### src/rtl/his_pingpong_ctrl_pkg.sv
// Shared constants, FSM encodings and a width helper for the dToF histogram
// ping-pong controller. The default geometry matches the production sensor;
// instances override it through named parameters.
package his_pingpong_ctrl_pkg;

    localparam int unsigned HIS_NB        = 4;      // bin index width
    localparam int unsigned HIS_BIN_NUM   = 10;     // bins per pixel histogram
    localparam int unsigned HIS_PIXEL_NUM = 200;    // pixels per RAM bank
    localparam int unsigned HIS_DATA_NUM  = 2;      // timestamps per pixel per acquisition
    localparam int unsigned HIS_ACQ_NUM   = 33333;  // acquisitions per frame

    // Write-side FSM encodings
    localparam logic [1:0] W_INIT = 2'd0;
    localparam logic [1:0] W_ACQ  = 2'd1;
    localparam logic [1:0] W_WAIT = 2'd2;

    // Read-side FSM encodings
    localparam logic [1:0] R_IDLE  = 2'd0;
    localparam logic [1:0] R_READ  = 2'd1;
    localparam logic [1:0] R_CLEAR = 2'd2;

    // Ceiling log2, never below 1 so that single-value counters still get a bit.
    function automatic int unsigned his_clog2(input int unsigned n);
        int unsigned r;
        int unsigned v;
        r = 0;
        v = 1;
        while (v < n) begin
            v = v << 1;
            r = r + 1;
        end
        return (r == 0) ? 1 : r;
    endfunction

endpackage

### src/rtl/his_pingpong_ctrl_if.sv
// Bus bundle between the ping-pong controller and its neighbours.
//   TDC side      : tdc_valid, tdc_bin (in)  / tdc_ready (out)
//   Increment port: wr_en, wr_bank, wr_addr
//   Readout port  : rd_valid, rd_bank, rd_addr, rd_last (out) / rd_ready (in)
//   Clear port    : clr_en, clr_mask, clr_addr
// master = controller side, slave = environment side.
interface his_pingpong_ctrl_if
    import his_pingpong_ctrl_pkg::*;
#(
    parameter int unsigned NB = HIS_NB,
    parameter int unsigned AW = his_clog2(HIS_PIXEL_NUM * HIS_BIN_NUM)
);
    logic          tdc_valid;
    logic [NB-1:0] tdc_bin;
    logic          tdc_ready;
    logic          wr_en;
    logic          wr_bank;
    logic [AW-1:0] wr_addr;
    logic          rd_valid;
    logic          rd_ready;
    logic          rd_bank;
    logic [AW-1:0] rd_addr;
    logic          rd_last;
    logic          clr_en;
    logic [1:0]    clr_mask;
    logic [AW-1:0] clr_addr;

    modport master (
        input  tdc_valid, tdc_bin, rd_ready,
        output tdc_ready, wr_en, wr_bank, wr_addr,
               rd_valid, rd_bank, rd_addr, rd_last,
               clr_en, clr_mask, clr_addr
    );

    modport slave (
        output tdc_valid, tdc_bin, rd_ready,
        input  tdc_ready, wr_en, wr_bank, wr_addr,
               rd_valid, rd_bank, rd_addr, rd_last,
               clr_en, clr_mask, clr_addr
    );
endinterface

### src/rtl/his_pingpong_ctrl_addr_seq.sv
// his_addr_seq: sweeps addr 0..DEPTH-1, one step per cycle in which adv is high.
//   clk, res : clock, asynchronous active-high reset
//   start    : (re)start the sweep at address 0
//   adv      : advance the current address
//   addr     : current address (0 when idle)
//   active   : sweep in progress
//   last     : active and addr == DEPTH-1
module his_addr_seq #(
    parameter int unsigned DEPTH = 20,
    parameter int unsigned AW    = 5
) (
    input  logic          clk,
    input  logic          res,
    input  logic          start,
    input  logic          adv,
    output logic [AW-1:0] addr,
    output logic          active,
    output logic          last
);
    localparam logic [AW-1:0] LAST_ADDR = AW'(DEPTH - 1);

    assign last = active && (addr == LAST_ADDR);

    always_ff @(posedge clk or posedge res) begin
        if (res) begin
            addr   <= '0;
            active <= 1'b0;
        end else if (start) begin
            addr   <= '0;
            active <= 1'b1;
        end else if (active && adv) begin
            if (last) begin
                addr   <= '0;
                active <= 1'b0;
            end else begin
                addr <= addr + AW'(1);
            end
        end
    end
endmodule

### src/rtl/his_pingpong_ctrl.sv
// his_pingpong_ctrl: ping-pong scheduler for two dToF histogram banks.
// Accepts TDC bins into bank his_num, swaps banks at frame end, streams the
// finished bank out as read addresses and then clears it.
//   clk, res   : clock, asynchronous active-high reset
//   bus        : TDC / increment / readout / clear signals (master side)
//   his_num    : bank currently under acquisition
//   frame_done : one-cycle pulse after each bank swap
//   err_bin    : sticky, an out-of-range bin was accepted
module his_pingpong_ctrl
    import his_pingpong_ctrl_pkg::*;
#(
    parameter int unsigned NB        = HIS_NB,
    parameter int unsigned BIN_NUM   = HIS_BIN_NUM,
    parameter int unsigned PIXEL_NUM = HIS_PIXEL_NUM,
    parameter int unsigned DATA_NUM  = HIS_DATA_NUM,
    parameter int unsigned ACQ_NUM   = HIS_ACQ_NUM
) (
    input  logic                   clk,
    input  logic                   res,
    his_pingpong_ctrl_if.master    bus,
    output logic                   his_num,
    output logic                   frame_done,
    output logic                   err_bin
);
    localparam int unsigned DEPTH = PIXEL_NUM * BIN_NUM;
    localparam int unsigned AW    = his_clog2(DEPTH);
    localparam int unsigned AQW   = his_clog2(ACQ_NUM);
    localparam int unsigned DW    = his_clog2(DATA_NUM);
    localparam int unsigned PW    = his_clog2(PIXEL_NUM);

    logic [1:0]     w_state;
    logic [1:0]     r_state;
    logic [DW-1:0]  in_cnt;
    logic [PW-1:0]  pix_cnt;
    logic [AQW-1:0] acq_cnt;
    logic           wr_en_q;
    logic [AW-1:0]  wr_addr_q;

    logic           rd_active, rd_last_w, clr_active, clr_last_w;
    logic [AW-1:0]  rd_addr_w, clr_addr_w;

    logic accept, bin_ok, in_last, pix_last, acq_last, frame_end;
    logic swap, init_start, rd_done;

    assign accept     = bus.tdc_valid && bus.tdc_ready;
    assign bin_ok     = 32'(bus.tdc_bin) < BIN_NUM;
    assign in_last    = in_cnt  == DW'(DATA_NUM - 1);
    assign pix_last   = pix_cnt == PW'(PIXEL_NUM - 1);
    assign acq_last   = acq_cnt == AQW'(ACQ_NUM - 1);
    assign frame_end  = in_last && pix_last && acq_last;
    assign swap       = (w_state == W_WAIT) && (r_state == R_IDLE);
    // The clear sweeper is idle on entry to W_INIT; it is started the first
    // cycle out of reset so that every output is 0 while res is held.
    assign init_start = (w_state == W_INIT) && !clr_active;
    assign rd_done    = rd_last_w && bus.rd_ready;

    his_addr_seq #(.DEPTH(DEPTH), .AW(AW)) u_rd_seq (
        .clk    (clk),
        .res    (res),
        .start  (swap),
        .adv    (bus.rd_ready),
        .addr   (rd_addr_w),
        .active (rd_active),
        .last   (rd_last_w)
    );

    // Shared by the power-on clear of both banks and the post-readout clear.
    his_addr_seq #(.DEPTH(DEPTH), .AW(AW)) u_clr_seq (
        .clk    (clk),
        .res    (res),
        .start  (init_start || rd_done),
        .adv    (1'b1),
        .addr   (clr_addr_w),
        .active (clr_active),
        .last   (clr_last_w)
    );

    always_ff @(posedge clk or posedge res) begin
        if (res) begin
            w_state    <= W_INIT;
            in_cnt     <= '0;
            pix_cnt    <= '0;
            acq_cnt    <= '0;
            wr_en_q    <= 1'b0;
            wr_addr_q  <= '0;
            his_num    <= 1'b0;
            frame_done <= 1'b0;
            err_bin    <= 1'b0;
        end else begin
            wr_en_q    <= accept && bin_ok;
            frame_done <= swap;
            if (accept) begin
                wr_addr_q <= AW'(pix_cnt) * AW'(BIN_NUM) + AW'(bus.tdc_bin);
                if (!bin_ok) begin
                    err_bin <= 1'b1;
                end
                if (in_last) begin
                    in_cnt <= '0;
                    if (pix_last) begin
                        pix_cnt <= '0;
                        acq_cnt <= acq_last ? '0 : acq_cnt + AQW'(1);
                    end else begin
                        pix_cnt <= pix_cnt + PW'(1);
                    end
                end else begin
                    in_cnt <= in_cnt + DW'(1);
                end
            end
            case (w_state)
                W_INIT: if (clr_last_w) w_state <= W_ACQ;
                W_ACQ:  if (accept && frame_end) w_state <= W_WAIT;
                W_WAIT: if (swap) begin
                    w_state <= W_ACQ;
                    his_num <= ~his_num;
                end
                default: w_state <= W_INIT;
            endcase
        end
    end

    always_ff @(posedge clk or posedge res) begin
        if (res) begin
            r_state <= R_IDLE;
        end else begin
            case (r_state)
                R_IDLE:  if (swap) r_state <= R_READ;
                R_READ:  if (rd_done) r_state <= R_CLEAR;
                R_CLEAR: if (clr_last_w) r_state <= R_IDLE;
                default: r_state <= R_IDLE;
            endcase
        end
    end

    assign bus.tdc_ready = (w_state == W_ACQ);
    assign bus.wr_en     = wr_en_q;
    assign bus.wr_bank   = his_num;
    assign bus.wr_addr   = wr_addr_q;
    assign bus.rd_valid  = rd_active;
    // Qualified by rd_active so the readout port is all-zero when idle.
    assign bus.rd_bank   = rd_active & ~his_num;
    assign bus.rd_addr   = rd_addr_w;
    assign bus.rd_last   = rd_last_w;
    assign bus.clr_en    = clr_active;
    assign bus.clr_addr  = clr_addr_w;
    assign bus.clr_mask  = !clr_active          ? 2'b00 :
                           (w_state == W_INIT)  ? 2'b11 :
                           his_num              ? 2'b01 : 2'b10;
endmodule

### src/flat_wrapper.sv
// flat-port wrapper written by rule: the top's interface ports become plain ports
module his_pingpong_ctrl_flat import his_pingpong_ctrl_pkg::*;
#(
    parameter int unsigned NB        = HIS_NB,
    parameter int unsigned BIN_NUM   = HIS_BIN_NUM,
    parameter int unsigned PIXEL_NUM = HIS_PIXEL_NUM,
    parameter int unsigned DATA_NUM  = HIS_DATA_NUM,
    parameter int unsigned ACQ_NUM   = HIS_ACQ_NUM
)
  (clk, res, his_num, frame_done, err_bin, bus_tdc_valid, bus_tdc_bin, bus_rd_ready, bus_tdc_ready, bus_wr_en, bus_wr_bank, bus_wr_addr, bus_rd_valid, bus_rd_bank, bus_rd_addr, bus_rd_last, bus_clr_en, bus_clr_mask, bus_clr_addr);
  his_pingpong_ctrl_if #(.NB(NB), .AW((5))) bus_i ();
  input  logic clk;
  input  logic res;
  output logic his_num;
  output logic frame_done;
  output logic err_bin;
  input wire logic [$bits(bus_i.tdc_valid)-1:0] bus_tdc_valid;
  input wire logic [$bits(bus_i.tdc_bin)-1:0] bus_tdc_bin;
  input wire logic [$bits(bus_i.rd_ready)-1:0] bus_rd_ready;
  output wire logic [$bits(bus_i.tdc_ready)-1:0] bus_tdc_ready;
  output wire logic [$bits(bus_i.wr_en)-1:0] bus_wr_en;
  output wire logic [$bits(bus_i.wr_bank)-1:0] bus_wr_bank;
  output wire logic [$bits(bus_i.wr_addr)-1:0] bus_wr_addr;
  output wire logic [$bits(bus_i.rd_valid)-1:0] bus_rd_valid;
  output wire logic [$bits(bus_i.rd_bank)-1:0] bus_rd_bank;
  output wire logic [$bits(bus_i.rd_addr)-1:0] bus_rd_addr;
  output wire logic [$bits(bus_i.rd_last)-1:0] bus_rd_last;
  output wire logic [$bits(bus_i.clr_en)-1:0] bus_clr_en;
  output wire logic [$bits(bus_i.clr_mask)-1:0] bus_clr_mask;
  output wire logic [$bits(bus_i.clr_addr)-1:0] bus_clr_addr;
  assign bus_i.tdc_valid = bus_tdc_valid;
  assign bus_i.tdc_bin = bus_tdc_bin;
  assign bus_i.rd_ready = bus_rd_ready;
  assign bus_tdc_ready = bus_i.tdc_ready;
  assign bus_wr_en = bus_i.wr_en;
  assign bus_wr_bank = bus_i.wr_bank;
  assign bus_wr_addr = bus_i.wr_addr;
  assign bus_rd_valid = bus_i.rd_valid;
  assign bus_rd_bank = bus_i.rd_bank;
  assign bus_rd_addr = bus_i.rd_addr;
  assign bus_rd_last = bus_i.rd_last;
  assign bus_clr_en = bus_i.clr_en;
  assign bus_clr_mask = bus_i.clr_mask;
  assign bus_clr_addr = bus_i.clr_addr;
  his_pingpong_ctrl #(.NB(NB), .BIN_NUM(BIN_NUM), .PIXEL_NUM(PIXEL_NUM), .DATA_NUM(DATA_NUM), .ACQ_NUM(ACQ_NUM)) u_core (.clk(clk), .res(res), .bus(bus_i), .his_num(his_num), .frame_done(frame_done), .err_bin(err_bin));
endmodule
### config.mk
export PLATFORM = sky130hd
export DESIGN_NAME = his_pingpong_ctrl_flat
export DESIGN_NICKNAME = d
export VERILOG_FILES = /design/src/rtl/his_pingpong_ctrl_pkg.sv /design/src/rtl/his_pingpong_ctrl_if.sv /design/src/rtl/his_pingpong_ctrl_addr_seq.sv /design/src/rtl/his_pingpong_ctrl.sv /design/src/flat_wrapper.sv
export SDC_FILE = /design/constraint.sdc
export NUM_CORES = 1
export LEC_CHECK = 0
export ABC_AREA = 1
export BUFFER_PORTS_ARGS = -buffer_cell sky130_fd_sc_hd__buf_2
export CORE_AREA = 2 2 85 87
export DETAILED_ROUTE_END_ITERATION = 8
export DIE_AREA = 0 0 87 89
export PLACE_DENSITY = 0.75
export SLEW_MARGIN = 20
export SYNTH_ARGS = -nofsm -noshare
export SYNTH_HDL_FRONTEND = slang
export SYNTH_SLANG_ARGS = --single-unit
### constraint.sdc
create_clock -name clk -period 2.25 [get_ports clk]
set_input_delay 0.1125 -clock clk [delete_from_list [all_inputs] [get_ports clk]]
set_output_delay 0.1125 -clock clk [all_outputs]
set_load 0.005 [all_outputs]
==> results of run 1 <==
[sequential cells by signal (all words and copies together), names as in the netlist]
signal                   flops
u_core.bus.wr_bank           1
u_core.u_rd_seq.active       1
u_core.w_state               2
u_core.acq_cnt              16
u_core.u_rd_seq.addr        11
u_core.wr_addr_q             5
u_core.frame_done            1
u_core.pix_cnt               8
u_core.u_clr_seq.addr       11
u_core.u_clr_seq.active      1
u_core.err_bin               1
u_core.r_state               2
u_core.bus.wr_en             1
u_core.in_cnt                1
[worst min-delay path by stage]
| stage | slack [ns] | endpoint | from |
|---|---|---|---|
| final | 0.08 | u_core.bus.wr_en$_DFF_PP0_ | bus_tdc_bin[1] |
| after global routing | 0.08 | u_core.bus.wr_en$_DFF_PP0_ | bus_tdc_bin[1] |
| after CTS | 0.06 | u_core.bus.wr_en$_DFF_PP0_ | bus_tdc_bin[1] |
| after detailed placement | 0.21 | u_core.pix_cnt[4]$_DFFE_PP0P_ | res |
| after global placement | 0.22 | u_core.pix_cnt[3]$_DFFE_PP0P_ | res |
| after floorplan | 0.23 | u_core.wr_addr_q[0]$_DFFE_PP0P_ | bus_tdc_bin[0] |
[cells in the mapped netlist (3+ instances only)]
library cell / n / area share
nor2_4: 3 / 0.0089
xor2_1: 15 / 0.035
buf_4: 11 / 0.022
o21ai_2: 3 / 0.0070
ha_1: 9 / 0.030
o21ai_0: 16 / 0.021
nand3_1: 41 / 0.054
buf_6: 3 / 0.0089
inv_2: 3 / 0.0030
nand4_1: 13 / 0.022
nor3_1: 10 / 0.013
dfrtp_1: 62 / 0.41
xnor2_1: 4 / 0.0093
nor2_1: 49 / 0.049
nand2_1: 154 / 0.15
inv_1: 71 / 0.071
a21oi_1: 7 / 0.0093
nand2_2: 5 / 0.0083
[report_power, final]
part	total [mW]	leakage [nW]	switching, mW	internal, mW
Sequential	1.31	0.736	0.104	1.21
Combinational	0.394	1.43	0.233	0.162
Clock	1.09	0.106	0.459	0.626
Total	2.79	2.28	0.796	1.99
[through the flow]
step           hold WS (ns)   util
2_1_floorplan         0.229      -
3_3_place_gp          0.219  0.586
3_5_place_dp          0.211  0.586
4_1_cts              0.0589  0.622
5_1_grt              0.0812  0.622
6_report             0.0760  0.622
[routing by layer]
metal	vias up	global-route usage
met3	4	0.0757
met1	1430	0.268
met2	54	0.349
met5	-	0
met4	0	0.0554
li1	1649	-
[area by class of cell]
cell class	instances	area, um2
Sequential cell	62	1550
Clock buffer	9	124
Timing Repair Buffer	38	205
Clock inverter	7	97.6
Inverter	74	278
Tap cell	80	100
Multi-Input combinational cell	354	1820
Fill cell	595	2540
[cell families after synthesis]
| family | after synthesis | share of synthesized area |
|---|---|---|
| and+or+nand+nor | 289 | 0.346 |
| buffers and inverters | 90 | 0.107 |
| DFF | 62 | 0.410 |
| AOI/OAI and AO/OA | 36 | 0.0573 |
| xor gates and xnor gates | 19 | 0.0440 |
| adders and majority gates | 10 | 0.0351 |
[worst reg2reg max path, cell delays in order (launching register included)]
cell	delay (ns)
dfrtp_1	0.44
ha_1	0.23
nand2_1	0.11
nor2_4	0.17
nand3_4	0.09
nor2_4	0.24
inv_2	0.17
nand2_1	0.11
o21ai_2	0.06
==> impl_metrics.py, run 1 <==
metrics = {
    "floorplanning": {
        "die_w_um": 87,
        "dieArea_um2": 7740,
        "io_pins": 35,
        "fp.dieH_um": 89,
        "core_area_um2": 6720,
        "initial_core_util": 0.563,
        "fp-row-count": 30,
    },
    "drt": {
        "m1WireLength_um": 3490,
        "ant_nets": 0,
        "first_pass_iters": 5,
        "drc": 0,
        "post_drt_wl_per_cell_um": 11.9,
        "vias_per_cell": 5.03,
        "top_layer": "met4",
        "wl_met3_um": 373,
        "met2_length_um": 3510,
        "finalWirelength_um": 7430,
        "vias": 3137,
        "drt_iter0_drc": 182,
    },
    "setup_path": {
        "path_depth": 8,
        "cp.required_ns": 2.48,
        "crit_slowest_cell": "dfrtp_1",
        "path_class": "flip-flop to flip-flop",
        "arrival_ns": 1.97,
        "timing.rr.start": "u_core.pix_cnt[1]$_DFFE_PP0P_",
        "end_kind": "flip-flop",
        "timing.reg2reg.setup_slack_ns": 0.50,
        "worstPathCellList": "ha_1 > nand2_1 > nor2_4 > nand3_4 > nor2_4 > inv_2 > nand2_1 > o21ai_2",
        "r2r-end": "u_core.acq_cnt[3]$_DFFE_PP0P_",
        "path_delay_family": "simple AND/OR/NAND/NOR gates",
        "path_max_fanout": 12,
        "crit_path_start": "u_core.pix_cnt[1]$_DFFE_PP0P_",
        "startpoint_type": "flip-flop",
        "critical_path_buf_inv_count": 1,
        "worst_path_largest_cell_delay_ns": 0.44,
        "endpoint": "u_core.acq_cnt[3]$_DFFE_PP0P_",
        "reg2regPathDepth": 8,
    },
    "global_route": {
        "grt-ovfl-total": 0,
        "grt_max_degree": 30,
        "antenna_found_initial": 0,
        "grt_pass1_wl_um": 12900,
        "track_usage": 0.212,
        "grt_pass1_vias": 2842,
    },
    "yosys": {
        "synth-main-ff-cell": "dfrtp_1",
        "synthCells": 506,
        "yosys_warnings": 0,
        "syn_area_per_cell_um2": 7.47,
        "synthArstFlopShare": 1.00,
        "seq_area_frac_synth": 0.410,
        "synth_edf_count": 0,
        "synth_nets": 524,
        "synth_area_um2": 3780,
        "synth.ff_latch_count": 62,
        "ys_types": 38,
    },
    "timing": {
        "period_needed_ns": 1.75,
        "fin_setup_tns_ns": 0,
        "timing.slew.headroom": 0.619,
        "postLayoutSetupSlackWorst_ns": 0.503,
        "rsz0062_at_grt": "no",
        "drv_slew": 0,
        "hold_violations": 0,
        "setup_viol": 0,
        "clock_skew_ns": 0.00870,
        "tightest_slew_ns": 0.571,
        "finalCritPeriodShare": 0.776,
        "fmax_mhz": 572,
    },
    "power_and_ir_drop": {
        "power_density_nw_per_um2": 667,
        "ir_drop_v": 0.000549,
        "leakagePower_nw": 2.28,
        "finalPower_mw": 2.79,
    },
    "cts": {
        "ctsLongestPathBuffers": 2,
        "cts_made_buffers": 9,
        "cts_tree": "done",
        "clk_latency_ns": 0.34,
        "path_clk_slew_ns": 0.07,
        "hold_buffers": 2,
        "cts_resized": 0,
        "clock_sinks": 62,
        "root_buffer": "clkbuf_8",
        "cts_setup_buffers": 0,
        "h-tree-depth": 3,
    },
    "layout": {
        "area_delta_synth_final_pct": 10.6,
        "antenna_cells": 0,
        "nNetsFinal": 557,
        "drive_gt1_frac": 0.143,
        "final_area_um2": 4180,
        "layout_commonest_cell": "nand2_1",
        "final_cell_mix": "nand2_1 (154), inv_1 (70), dfrtp_1 (62), nor2_1 (49), nand3_1 (41)",
        "stdcell_count": 624,
    },
    "place": {
        "place_congestion": 0.867,
        "placed_area_um2": 3940,
        "dp_cells": 606,
        "port_buffers": 34,
        "place_ws_ns": 0.513,
        "dp_hpwl_um": 5500,
    },
    "run_status": {
        "outcome": "finished, final reports clean",
    },
    "flow_run": {
        "drv_cap": 0,
    },
    "hold_path": {
        "hp-class": "primary input to flip-flop",
        "hold_depth": 3,
    },
}
(Power assumes the default switching activity.)
==> run 2: changes to the inputs <==
--- a/config.mk
+++ b/config.mk
@@ -7,9 +7,9 @@
 export LEC_CHECK = 0
 export ABC_AREA = 1
 export BUFFER_PORTS_ARGS = -buffer_cell sky130_fd_sc_hd__buf_2
-export CORE_AREA = 2 2 85 87
+export CORE_AREA = 2 2 87 89
 export DETAILED_ROUTE_END_ITERATION = 8
-export DIE_AREA = 0 0 87 89
+export DIE_AREA = 0 0 89 91
 export PLACE_DENSITY = 0.75
 export SLEW_MARGIN = 20
 export SYNTH_ARGS = -nofsm -noshare
==> constraint.sdc (replaced) <==
create_clock -name clk -period 1.6 [get_ports clk]
set_input_delay 0.08 -clock clk [delete_from_list [all_inputs] [get_ports clk]]
set_output_delay 0.08 -clock clk [all_outputs]
set_load 0.005 [all_outputs]
==> run 2 against run 1 <==
First-iteration DRC count down 26%. Critical endpoint is now u_core.acq_cnt[11]$_DFFE_PP0P_. Sequential cell count did not move. Clock skew grew 0.0028 ns. Final cell count up 6.7%. Core utilization increased by 0.62 points. Largest power group unchanged. Critical path depth down 1. Global-route usage is 0.91 points higher. Highest routed layer unchanged. Count of clock-buffer cells in the layout increased by 1. Cell area is 7.3% higher. Worst hold slack lost 0.030 ns. Via count is 7.2% higher. Register-to-register slack lost 0.49 ns.
==> impl_metrics.py, run 2 (synthesis gave the netlist of run 1 again) <==
metrics = {
    "run_status": {
        "outcome": "finished, final reports clean",
    },
    "setup_path": {
        "timing.rr.start": "u_core.pix_cnt[0]$_DFFE_PP0P_",
        "cp.required_ns": 1.85,
        "timing.reg2reg.setup_slack_ns": 0.01,
        "arrival_ns": 1.84,
        "path_max_fanout": 8,
        "end_kind": "flip-flop",
        "startpoint_type": "flip-flop",
        "path_class": "flip-flop to flip-flop",
        "reg2regPathDepth": 7,
        "r2r-end": "u_core.acq_cnt[11]$_DFFE_PP0P_",
    },
    "place": {
        "port_buffers": 34,
        "placed_area_um2": 4150,
        "dp_cells": 644,
        "dp_hpwl_um": 5980,
        "place_ws_ns": 0.00726,
        "place_congestion": 0.850,
    },
    "layout": {
        "layout_commonest_cell": "nand2_1",
        "reg_top3": "u_core.acq_cnt (16), u_core.u_clr_seq.addr (11), u_core.u_rd_seq.addr (11)",
        "drive_gt1_frac": 0.219,
        "top_register": "u_core.acq_cnt",
        "area_delta_synth_final_pct": 18.6,
        "largest_register_ffs": 16,
        "antenna_cells": 0,
        "final_area_um2": 4480,
        "stdcell_count": 666,
        "nNetsFinal": 580,
        "final_cell_mix": "nand2_1 (148), inv_1 (68), dfrtp_1 (62), nor2_1 (46), nand3_1 (37)",
    },
    "global_route": {
        "grt_pass1_wl_um": 14200,
        "track_usage": 0.221,
        "antenna_found_initial": 0,
        "grt-ovfl-total": 0,
        "grt_max_degree": 28,
        "grt_pass1_vias": 3286,
    },
    "drt": {
        "finalWirelength_um": 8180,
        "vias_per_cell": 5.05,
        "drc": 0,
        "first_pass_iters": 5,
        "vias": 3362,
        "post_drt_wl_per_cell_um": 12.3,
        "ant_nets": 0,
        "drt_iter0_drc": 135,
    },
    "floorplanning": {
        "die_w_um": 89,
        "core_area_um2": 7140,
        "fp.dieH_um": 91,
        "initial_core_util": 0.530,
        "dieArea_um2": 8100,
        "io_pins": 35,
        "fp-row-count": 31,
    },
    "timing": {
        "tightest_slew_ns": 0.472,
        "finalCritPeriodShare": 0.994,
        "fmax_mhz": 629,
        "postLayoutSetupSlackWorst_ns": 0.00966,
        "timing.slew.headroom": 0.685,
        "setup_viol": 0,
        "clock_skew_ns": 0.0115,
        "rsz0062_at_grt": "yes",
        "period_needed_ns": 1.59,
        "hold_violations": 0,
        "drv_slew": 0,
    },
    "hold_path": {
        "hp-class": "primary input to flip-flop",
        "hold_depth": 3,
        "hold_end": "u_core.bus.wr_en$_DFF_PP0_",
        "worstHoldStart": "bus_tdc_bin[1]",
    },
    "power_and_ir_drop": {
        "ir_drop_v": 0.000531,
        "leakagePower_nw": 2.39,
        "finalPower_mw": 3.89,
        "power_density_nw_per_um2": 868,
    },
    "cts": {
        "path_clk_slew_ns": 0.07,
        "cts_made_buffers": 9,
        "cts_tree": "done",
        "clk_latency_ns": 0.36,
        "h-tree-depth": 3,
        "ctsLongestPathBuffers": 2,
        "clock_sinks": 62,
        "root_buffer": "clkbuf_8",
    },
    "flow_run": {
        "drv_cap": 0,
    },
}
-- run 2: cell count changes in the layout (fill, tap and decap cells not counted), sizes merged --
| cell | delta |
|---|---|
| clkinvlp | +1 |
| buf | +23 |
| clkinv | +1 |
| inv | -2 |
| bufinv | -1 |
| clkbuf | +1 |
-- run 2: worst max-delay path by stage --
stage | start | to | slack, ns | cells past startpoint
finish | u_core.pix_cnt[0]$_DFFE_PP0P_ | u_core.acq_cnt[11]$_DFFE_PP0P_ | 0.01 | 7
global route | u_core.pix_cnt[0]$_DFFE_PP0P_ | u_core.acq_cnt[11]$_DFFE_PP0P_ | -0.09 | 7
floorplan | u_core.pix_cnt[2]$_DFFE_PP0P_ | u_core.wr_addr_q[4]$_DFFE_PP0P_ | 0.03 | 7
CTS | u_core.pix_cnt[2]$_DFFE_PP0P_ | u_core.wr_addr_q[4]$_DFFE_PP0P_ | 0.003 | 7
detailed placement | u_core.pix_cnt[0]$_DFFE_PP0P_ | u_core.wr_addr_q[3]$_DFFE_PP0P_ | 0.007 | 6
global placement | u_core.pix_cnt[2]$_DFFE_PP0P_ | u_core.wr_addr_q[4]$_DFFE_PP0P_ | 0.05 | 7
-- run 2: area by class of cell --
| class | count | area [um2] |
|---|---|---|
| Inverter | 74 | 285 |
| Tap cell | 99 | 124 |
| Fill cell | 646 | 2650 |
| Multi-Input combinational cell | 354 | 1940 |
| Clock buffer | 10 | 128 |
| Timing Repair Buffer | 61 | 390 |
| Sequential cell | 62 | 1550 |
| Clock inverter | 6 | 61.3 |
-- run 2: what timing repair did --
action / CTS / global route
buffers inserted: 0 / 4
gates resized for setup: 0 / 27
endpoints found under the hold margin: 18 / 0
endpoints found under the setup margin: 0 / 36
hold buffers: 2 / 0
-- run 2: worst max-delay path, stage by stage (launching register included) --
cell     delay (ns)
dfrtp_1        0.42
ha_2           0.24
nand2_2        0.08
nor2_4         0.13
nand2_2        0.10
nor2_4         0.25
nand3_2        0.11
xor2_1         0.15
-- run 2: power breakdown --
part | switching (mW) | internal [mW] | total, mW
clock | 0.652 | 0.716 | 1.37
sequential | 0.154 | 1.70 | 1.85
combinational | 0.389 | 0.284 | 0.673
-- run 2: stage by stage --
step | util | hold slack, ns | setup TNS [ns]
after detailed placement | 0.581 | 0.126 | 0
after global placement | 0.581 | 0.126 | 0
after global routing | 0.628 | 0.0664 | -0.522
after CTS | 0.610 | 0.0531 | 0
after floorplan | - | 0.197 | 0
final | 0.628 | 0.0457 | 0
-- run 2: per-layer routing --
layer,global-route usage,wire (um)
met5,0,0
met4,0.0933,172
met3,0.0355,244
met2,0.367,4150
met1,0.283,3610
